**config.mk**
```make
export PLATFORM = sky130hd
export DESIGN_NAME = rf_writeback_queue
export DESIGN_NICKNAME = d
export VERILOG_FILES = /design/src/rtl/rf_writeback_queue.sv
export SDC_FILE = /design/constraint.sdc
export NUM_CORES = 1
export LEC_CHECK = 0
export BUFFER_PORTS_ARGS = -buffer_cell sky130_fd_sc_hd__buf_2
export CAP_MARGIN = 20
export CORE_AREA = 5 5 137 139
export CTS_BUF_LIST = sky130_fd_sc_hd__clkbuf_16
export DETAILED_ROUTE_END_ITERATION = 7
export DIE_AREA = 0 0 142 144
export PLACE_DENSITY = 0.68
export SYNTH_ARGS = -nofsm -noshare
export SYNTH_HDL_FRONTEND = slang
export SYNTH_SLANG_ARGS = --single-unit
```
**constraint.sdc**
```tcl
create_clock -name clk -period 2.5 [get_ports clk]
set_input_delay 0.5 -clock clk [delete_from_list [all_inputs] [get_ports clk]]
set_output_delay 0.5 -clock clk [all_outputs]
set_load 0.02 [all_outputs]
```
**src/rtl/rf_writeback_queue.sv**
```systemverilog
// Register-file write-side queue: round-robin arbiter between ALU and load results,
// small FIFO, registered RF write port. Optional forwarding search when WB_BYPASS_EN is defined.
module rf_writeback_queue #(
  parameter int DEPTH = 4,
  parameter int XLEN  = 32
) (
  input  logic            clk,
  input  logic            rst,
  input  logic            alu_valid,
  input  logic [4:0]      alu_addr,
  input  logic [XLEN-1:0] alu_data,
  output logic            alu_ready,
  input  logic            mem_valid,
  input  logic [4:0]      mem_addr,
  input  logic [XLEN-1:0] mem_data,
  output logic            mem_ready,
`ifdef WB_BYPASS_EN
  input  logic [4:0]      fwd_addr_a,
  input  logic [4:0]      fwd_addr_b,
  output logic            fwd_hit_a,
  output logic            fwd_hit_b,
  output logic [XLEN-1:0] fwd_data_a,
  output logic [XLEN-1:0] fwd_data_b,
`endif
  output logic [XLEN-1:0] rd,
  output logic [4:0]      rdAddr,
  output logic            LoadRF,
  output logic            pending
);

  localparam int AW = $clog2(DEPTH);
  localparam logic [AW:0] FULL = (AW+1)'(DEPTH);

  logic [4:0]      q_addr [DEPTH];
  logic [XLEN-1:0] q_data [DEPTH];
  logic [AW-1:0]   wr_ptr, rd_ptr;
  logic [AW:0]     count;
  logic            rr_last;  // 1: last contested grant went to MEM

  logic            not_full, contested, push, pop;
  logic [4:0]      push_addr;
  logic [XLEN-1:0] push_data;

  // Readiness looks only at count and rr_last, never at the same-edge pop.
  always_comb begin
    not_full  = (count != FULL);
    contested = alu_valid & mem_valid;
    alu_ready = 1'b0;
    mem_ready = 1'b0;
    if (not_full) begin
      if (contested) begin
        alu_ready = rr_last;
        mem_ready = ~rr_last;
      end else begin
        alu_ready = alu_valid;
        mem_ready = mem_valid;
      end
    end
    push_addr = mem_ready ? mem_addr : alu_addr;
    push_data = mem_ready ? mem_data : alu_data;
    push      = (alu_ready | mem_ready) & (push_addr != 5'd0);
    pop       = (count != '0);
  end

  always_ff @(posedge clk or posedge rst) begin
    if (rst) begin
      wr_ptr  <= '0;
      rd_ptr  <= '0;
      count   <= '0;
      rr_last <= 1'b0;
      rd      <= '0;
      rdAddr  <= '0;
      LoadRF  <= 1'b0;
    end else begin
      if (contested && not_full) rr_last <= mem_ready;
      if (push) wr_ptr <= wr_ptr + 1'b1;
      if (pop)  rd_ptr <= rd_ptr + 1'b1;
      count <= count + (AW+1)'(push) - (AW+1)'(pop);
      if (pop) begin
        rd     <= q_data[rd_ptr];
        rdAddr <= q_addr[rd_ptr];
        LoadRF <= 1'b1;
      end else begin
        LoadRF <= 1'b0;
      end
    end
  end

  always_ff @(posedge clk) begin
    if (push) begin
      q_addr[wr_ptr] <= push_addr;
      q_data[wr_ptr] <= push_data;
    end
  end

  assign pending = (count != '0) | LoadRF;

`ifdef WB_BYPASS_EN
  // Scan oldest to youngest so the last match (youngest) wins; output register is oldest.
  function automatic logic [XLEN:0] fwd_search(input logic [4:0] a);
    logic            hit;
    logic [XLEN-1:0] d;
    logic [AW-1:0]   idx;
    hit = 1'b0;
    d   = '0;
    idx = '0;
    if (a != 5'd0) begin
      if (LoadRF && rdAddr == a) begin
        hit = 1'b1;
        d   = rd;
      end
      for (int i = 0; i < DEPTH; i++) begin
        idx = rd_ptr + AW'(i);
        if (((AW+1)'(i) < count) && (q_addr[idx] == a)) begin
          hit = 1'b1;
          d   = q_data[idx];
        end
      end
    end
    return {hit, d};
  endfunction

  logic [XLEN:0] res_a, res_b;
  always_comb begin
    res_a = fwd_search(fwd_addr_a);
    res_b = fwd_search(fwd_addr_b);
  end
  assign fwd_hit_a  = res_a[XLEN];
  assign fwd_data_a = res_a[XLEN-1:0];
  assign fwd_hit_b  = res_b[XLEN];
  assign fwd_data_b = res_b[XLEN-1:0];
`endif

endmodule
```
Word level (Yosys, flattened, before mapping)
Memories as Yosys holds them, arrays and structs flattened. A register that Yosys moved wholly into a read port is not among the register bits.
Index checks and enable logic that the tools add are counted.
{"block": "totals", "regBits": 9, "latchBits": 0, "ram_bits": 148, "mem_bits_ro": 0, "input_bits": 78, "elab_cells": 29, "n_memories": 2}
{"block": "classes", "add_sub_neg": 4, "n_mul": 0, "n_div": 0, "n_lt_le_gt_ge": 0, "eq_ne": 1, "n_shift": 0, "n_mux": 9, "bitwise_logic": 5, "n_reduce_logical": 3}
{"name": "q_data", "depth": 4, "width": 32, "read_ports": 1, "rd_clocked_by_memory_dff": 1, "write_ports": 1, "line_no": "35", "rtl": "logic [XLEN-1:0] q_data [DEPTH];"}
{"name": "q_addr", "depth": 4, "width": 5, "read_ports": 1, "rd_clocked_by_memory_dff": 1, "write_ports": 1, "line_no": "34", "rtl": "logic [4:0] q_addr [DEPTH];"}
{"operator": "32-bit two-way mux", "count": 1}
{"operator": "1-bit two-way mux", "count": 7}
{"operator": "5-bit two-way mux", "count": 1}
{"operator": "5-bit nonzero test", "count": 1}
{"operator": "2-bit by 1-bit adder with 2-bit output, second input constant", "count": 2}
{"operator": "3-bit by 1-bit adder with 3-bit output", "count": 1}
{"operator": "3-bit != test, second input constant", "count": 1}
{"operator": "3-bit nonzero test", "count": 1}
{"operator": "3-bit by 1-bit subtractor with 3-bit output", "count": 1}
{"operator": "1-bit AND", "count": 2}
{"operator": "1-bit OR", "count": 2}
{"operator": "1-bit logical AND", "count": 1}
{"operator": "1-bit NOT", "count": 1}

Logic depth before layout (Yosys ltp)
Gate-level depths: netlist of run 1.
{"block": "depth", "word_depth": 8, "depth_mapped": 11}

Least setup slack after synthesis of run 1
No wires, ideal clock.
{"block": "synth_timing", "kind": "flip-flop to flip-flop", "start": "reg count[1]", "end": "reg count[2]", "setup_time_ps": 125, "arrival_ps": 2583, "required_time_ps": 2375, "setup_slack_ps": -208, "stages_incl_launch_ff": 12, "period_less_slack_ps": 2708, "cell_sequence": "dfrtp_1 > or3b_4 > and4b_4 > a311oi_4 > inv_1 > ha_1 > inv_1 > ha_1 > inv_1 > fa_1 > xnor2_1 > xnor2_1"}
{"block": "synth_between", "elab_chain_cells": 7}
{"item": "start: declaration", "line_no": "37", "rtl": "logic [AW:0] count;"}
{"item": "start signal: assignment", "line_no": "78", "rtl": "count <= count + (AW+1)'(push) - (AW+1)'(pop);"}
{"item": "3-bit != test", "line_no": "46", "rtl": "not_full = (count != FULL);"}
{"item": "1-bit two-way mux", "line_no": "50", "rtl": "if (not_full) begin"}
{"item": "5-bit two-way mux", "line_no": "59", "rtl": "push_addr = mem_ready ? mem_addr : alu_addr;"}
{"item": "5-bit nonzero test", "line_no": "61", "rtl": "push = (alu_ready | mem_ready) & (push_addr != 5'd0);"}
{"item": "1-bit AND", "line_no": "61"}
{"item": "3-bit by 1-bit adder with 3-bit output", "line_no": "78"}
{"item": "3-bit by 1-bit subtractor with 3-bit output (*)", "line_no": "78"}
Mark *: on every way between the ends. The rest lies on a longest branch, timed or not.
A chain may end at the register's enable or synchronous reset.

Worst setup path in the final report of run 1
{"block": "layout_timing", "start": "reg count[0]", "end": "reg count[2]"}
The elaborated chain is that of the path after synthesis.

==> impl_results.md, run 1 <==
- Outcome: finished with violations
- Violated checks: setup timing
- Clk pwr share: 22.5%
- Sequential share of power: 42.6%
- Adder-Cell Fraction of Synth Area: 1.236%
- Worst slack, placed: -78.38 ps
- Synthesized Nets: 527
- Rows: 49
- Clk_lat worst skew: 430 ps
- Most frequent cells in the layout: 148 x edfxtp_1, 118 x buf_2, 113 x nand2_1
- Gp weighted congestion: 0.7924
- Commonest non-fill, non-tap cell in the layout: edfxtp_1
- MaxCap Viol Count: 0
- Clock H-tree levels: 4
- Multiplexer share of the synthesized area: 16.44%
- Routed wire length: 15270 microns
- 1st-pass router iterations: 4
- Main combinational cell family by area after synthesis: multiplexers
- Setup_tns: -9.880 ps
- Avg Inst Size Synth: 17.41 sq um
- First-pass GRT wire length: 23620 microns
- Starting Density: 43.88%
- Post-synthesis cell area: 7695 sq um
- Peak supply drop: 624.3 uV
- Die span in y: 144 microns
- Cell internal pwr: 0.008492 W
- Slew Viols, Final: 0
- Psw: 0.003950 W
- Hold Path Class: in -> async
- RSZ-0062 raised after global routing: true
- Die width: 142 microns
- Post-synth cell types: 26
- YS warnings: 0
- Final Hold Vio Count: 0
- Area Growth Syn to Fin: 23.59%
- Total power: 0.01244 W
- GR Overflow Total: 0
- Share of cells above drive strength 1: 44.26%
- CP Launch Type: flip-flop
- Tmin final: 2510 ps
- F_max: 398.4 MHz
- Crit end category: flip-flop
- Seq cells post-synth: 194
- Diode count: 0
- Routed via count: 4169
- Final HPWL DP: 9533 microns
- Largest net degree at the start of global routing: 40
- Vias in the first global route: 4449
- Fin nets: 673
- Inserted Clock Buffers: 17
- Yosys top cell area share: 57.76%
- Global-route usage over all layers: 15.39%
- Routed len/inst: 18.40 microns
- Slew HR: 54.49%
- Clock skew: 7.588 ps
- IO Pins: 119
- CTS tree: yes
- Final setup viols: 1
- Crit Path Max Fanout: 2
- Switching share of power: 31.74%
- Initial antenna violation count: 0
- Largest area contributor in the netlist: edfxtp_1
- Slew @ Worst Pin: 681.6 ps
- Post-synthesis sequential area ratio: 72.72%
- Combinational power share: 34.9%
- Post-DRT Antenna Nets: 0
- Clk buf depth: 2
- Compound-cell area share of the yosys netlist: 0.5691%
- CTS Sinks: 194
- Die Area: 20450 sq um
- Lkg Pwr: 3.754 nW
- CTS root buf: clkbuf_16
- Gate Count Post-Synth: 442
- Clk pin slew, worst setup/hold paths: 70 ps
- Synth top area cells: edfxtp_1 58%, dfrtp_1 15%, mux4_2 11%
- Part of the cycle the worst path needs: 100.4%
- CP Class: reg -> reg
- Required time of the worst setup path: 2810 ps
- Synth Area in XOR/XNOR: 0.6829%
- Final WS setup: -9.880 ps
- DRC violations left: 0
- Core region area: 17530 sq um
- Port Buffers: 118
- P per Cell Area: 1308 nW/um^2
- Simple-gate portion of the synthesized area: 6.683%
- CP arrival: 2820 ps
- Vias per cell: 5.023
- Iter 0 DRT Violations: 199
-- synthesized netlist by cell type --
cell      number
inv_1         10
buf_2          7
o21ai_0        1
clkbuf_1       9
a21oi_1        1
and4b_4        1
dfrtp_1       46
a311oi_4       1
nor2_1         1
xnor2_1        6
ha_1           6
nor4_1         1
and2_2         4
mux2_4         1
mux4_2        37
nand3_1        1
buf_4          2
fa_1           1
nand2b_1       1
a21boi_0       1
mux2_2        37
or3b_4         1
buf_1          2
edfxtp_1     148
nor3_1         2
nand2_1      114
-- flip-flops by register name, summed over array words and instances (netlist names), 2 cells and up --
name / cells
rd: 32
wr_ptr: 2
rdAddr: 5
q_data: 128
count: 3
q_addr: 20
rd_ptr: 2
-- metrics by stage --
stage | instances | area (sq um) | hold WS (ps) | util, %
floorplan | 442 | 7697 | 461.1 | -
detailed placement | 792 | 8791 | 450.4 | 50.14
global route | 830 | 9510 | 204.5 | 54.24
CTS | 825 | 9449 | 181.7 | 53.89
finish | 830 | 9510 | 168.6 | 54.24
global placement | 792 | 8791 | 449.1 | 50.14
-- power by group through the flow --
stage / Combinational, W / Sequential (W) / Clock [W]
after global routing: 0.00478 / 0.00543 / 0.00299
after global placement: 0.00419 / 0.00532 / 0
final: 0.00434 / 0.00530 / 0.00280
after detailed placement: 0.00429 / 0.00539 / 0
after floorplan: 0.00249 / 0.00559 / 0
after CTS: 0.00436 / 0.00533 / 0.00287
-- cell type report --
class	instances	area, sq um
clock buffer	17	425.4
clock inverter	15	192.7
fill	1445	8024
inverter	10	37.54
multi-input combinational	218	1993
sequential	194	5598
tap	229	286.5
timing repair buffer	147	977.2
-- timing repair --
action	4_1_cts	5_1_grt
resized for setup	6	4
gates cloned	0	1
hold buffers	0	0
endpoints found under the setup margin	3	4
buffers inserted	1	4
pin swaps	0	2
-- logic make-up (layout without fill, tap and decap cells) --
| logic type | count (synthesis) | in the layout |
|---|---|---|
| fa+ha+maj | 7 | 7 |
| mux | 75 | 75 |
| flops | 194 | 194 |
| simple gates | 126 | 126 |
| buf+inv | 30 | 189 |
| xor+xnor | 6 | 6 |
| compound gates | 4 | 4 |
-- layer usage --
| metal | GRT usage, % | share of wire, % | up-vias |
|---|---|---|---|
| li1 | - | - | 1929 |
| met1 | 20.35 | 43 | 2121 |
| met2 | 25.49 | 51 | 104 |
| met3 | 3.108 | 3.8 | 15 |
| met4 | 5.707 | 1.5 | 0 |
| met5 | 0 | 0 | - |
-- path summary, 6_finish.rpt --
check	startpoint	end	slack, ps	cells after the start
max	count[0]	count[2]	-10	11
min	rst	rd[17]	170	2
max reg2reg	count[0]	count[2]	-10	11
min reg2reg	rd[29]	rd[29]	460	2
max in group asynchronous	rst	rd_ptr[1]	1750	3
min in group clk	mem_data[19]	q_data[0][19]	420	2
-- critical path, stage by stage (launching register included) --
cell and delay, ps:
dfrtp_1 390, or3b_4 400, and4b_4 200, a311oi_4 210
inv_1 70, ha_1 280, inv_1 50, ha_1 120
inv_1 50, fa_2 350, xnor2_2 150, xnor2_1 120
Note: power is estimated with default switching activity, not from simulation.
==> run 2, diff against run 1 <==
--- a/config.mk
+++ b/config.mk
@@ -13,3 +13,3 @@
 export DIE_AREA = 0 0 142 144
-export PLACE_DENSITY = 0.68
+export PLACE_DENSITY = 0.65
 export SYNTH_ARGS = -nofsm -noshare
==> constraint.sdc (replaced) <==
create_clock -name clk -period 2.6 [get_ports clk]
set_input_delay 0.26 -clock clk [delete_from_list [all_inputs] [get_ports clk]]
set_output_delay 0.26 -clock clk [all_outputs]
set_load 0.02 [all_outputs]
==> run 2 against run 1 <==
The flow now finishes without violations. Register-to-register slack gained 80 ps. Count of clock-buffer cells in the layout unchanged. Clock power is 11% lower. Sequential power down 4.5%. Routed wire length fell by 4.5%. Power is 7.6% lower. Cell count decreased by 0.96%. Critical endpoint unchanged. Via count shrank 1.8%. Sequential share of layout area increased by 1.6 points. Combinational power down 9.0%. Global-route usage fell by 0.38 points. First-iteration DRC count grew 27%.
==> impl_results.md, run 2 (synthesis gave the netlist of run 1 again) <==
- Most common cell on crit path: inv_1
- Slew @ Worst Pin: 682.9 ps (+1.292 ps)
- Required time of the worst setup path: 2900 ps (+90 ps)
- Final WS setup: 69.24 ps (+79.12 ps)
- Worst slack, placed: 14.20 ps (+92.58 ps)
- Routed wire length: 14590 microns (-4.5%)
- Largest net degree at the start of global routing: 40 (unchanged)
- Die Area: 20450 sq um (unchanged)
- Initial antenna violation count: 0 (unchanged)
- Rows: 49 (unchanged)
- Outcome: finished clean
- CTS Sinks: 194 (unchanged)
- Crit end category: flip-flop
- Peak supply drop: 568.4 uV (-9.0%)
- CP peak stage delay: 410 ps (about the same)
- Starting Density: 43.88% (unchanged)
- Final setup viols: 0 (-1)
- IO Pins: 119 (unchanged)
- Area Growth Syn to Fin: 20.34%
- Reg with most FFs: q_data
- Hold Crit Depth: 3
- CP Class: reg -> reg
- CP Launch Type: flip-flop
- Diode count: 0 (unchanged)
- MaxCap Viol Count: 0 (unchanged)
- Clock H-tree levels: 4 (unchanged)
- Clk pin slew, worst setup/hold paths: 60 ps (about the same)
- CTS tree: yes
- Slew Viols, Final: 0 (unchanged)
- Slowest CP cell: or3b_4
- CP arrival: 2840 ps (+20 ps)
- Largest registers: q_data (128), rd (32), q_addr (20)
- Clk buf depth: 2 (unchanged)
- Worst-path cell chain: or3b_4, and4b_4, a311oi_4, inv_1, ha_1, inv_1, ha_1, inv_1, fa_2, xnor2_2, xnor2_1
- Final Hold Vio Count: 0 (unchanged)
- Global-route usage over all layers: 15.01% (-0.38 points)
- P per Cell Area: 1241 nW/um^2 (-5.1%)
- Most frequent cells in the layout: 148 x edfxtp_1, 118 x buf_2, 113 x nand2_1
- Finished Cell Area: 9260 sq um (-2.6%)
- Core region area: 17530 sq um (unchanged)
- Hold Path Class: in -> reg
- Vias in the first global route: 4445 (-0.090%)
- GR Overflow Total: 0 (unchanged)
- DP Area: 8658 sq um (-1.5%)
- Clk_lat worst skew: 420 ps (about the same)
- Clock skew: 5.373 ps (-2.215 ps)
- Tmin final: 2531 ps (+20.88 ps)
- Max FFs per register: 128 (unchanged)
- Share of cells above drive strength 1: 41.82% (-2.4 points)
- Iter 0 DRT Violations: 253 (+27%)
- Vias per cell: 4.981 (-0.84%)
- Routed len/inst: 17.75 microns (-3.5%)
- Post-DRT Antenna Nets: 0 (unchanged)
- Inserted Clock Buffers: 17 (unchanged)
- DRC violations left: 0 (unchanged)
- Fin nets: 665 (-1.2%)
- Part of the cycle the worst path needs: 97.34% (-3.1 points)
- F_max: 395.1 MHz (-0.82%)
- RSZ-0062 raised after global routing: true
- Lkg Pwr: 3.655 nW (-2.7%)
- Die span in y: 144 microns (unchanged)
- CTS root buf: clkbuf_16
- R2R cell count: 11 (unchanged)
- Crit Path Max Fanout: 3 (+1)
- 1st-pass router iterations: 4 (unchanged)
- Commonest non-fill, non-tap cell in the layout: edfxtp_1
- Port Buffers: 118 (unchanged)
- First-pass GRT wire length: 23170 microns (-1.9%)
- Gp weighted congestion: 0.7497 (-5.4%)
- Slew HR: 54.41% (-0.086 points)
- Routed via count: 4094 (-1.8%)
- Final HPWL DP: 9400 microns (-1.4%)
- Die width: 142 microns (unchanged)
[run 2: layout make-up]
type,instances,area (sq um)
Fill cell,1474,8274
Timing Repair Buffer,139,788.3
Inverter,10,37.54
Sequential cell,194,5598
Multi-Input combinational cell,218,1988
Tap cell,229,286.5
Clock buffer,17,425.4
Clock inverter,15,136.4
[run 2: repair_timing]
action                                  4_1_cts  5_1_grt
hold buffers                                  1        0
endpoints found under the setup margin        1        1
gates resized for setup                       1        0
setup buffers                                 2        1
endpoints found under the hold margin        28        0
pin swaps                                     0        3
[run 2: metrics by stage]
stage / utilization, % / TNS [ps] / power, W / instances / hold WS (ps)
floorplan: - / -3.575 / 0.007774 / 442 / 422.1
global placement: 49.38 / 0 / 0.008987 / 786 / 386.2
detailed placement: 49.38 / 0 / 0.009134 / 786 / 409.1
CTS: 52.77 / 0 / 0.01169 / 821 / 160.3
global route: 52.81 / -49.11 / 0.01223 / 822 / 176.3
finish: 52.81 / 0 / 0.01150 / 822 / 184.3
[run 2: critical path, delay by kind of cell (launching register included)]
family | cells | cell delay [ps]
xor gates and xnor gates | 2 | 270
AOI/OAI and AO/OA | 1 | 220
buffers and inverters | 3 | 180
DFF | 1 | 380
and+or+nand+nor | 2 | 610
adders and majority gates | 3 | 770
[run 2: routing by layer]
layer,wire length (microns),up-vias,global-route usage (%)
li1,-,1909,-
met1,5912,2089,17.82
met2,7914,80,26.71
met3,527,16,3.439
met4,238,0,5.758
met5,0,-,0
[run 2: path summary, 6_finish.rpt]
check	start	to	slack, ps
max	count[1]	count[2]	70
min	mem_valid	rr_last	180
max reg2reg	count[1]	count[2]	70
min reg2reg	rd[27]	rd[27]	460
max in group asynchronous	rst	rdAddr[1]	1390
min in group asynchronous	rst	rd[6]	490
[run 2: power breakdown]
group | switching, W | internal (W) | leakage (nW)
logic | 0.00223 | 0.00172 | 1.46
clock network | 0.00102 | 0.00147 | 0.292
registers | 0.000394 | 0.00466 | 1.91
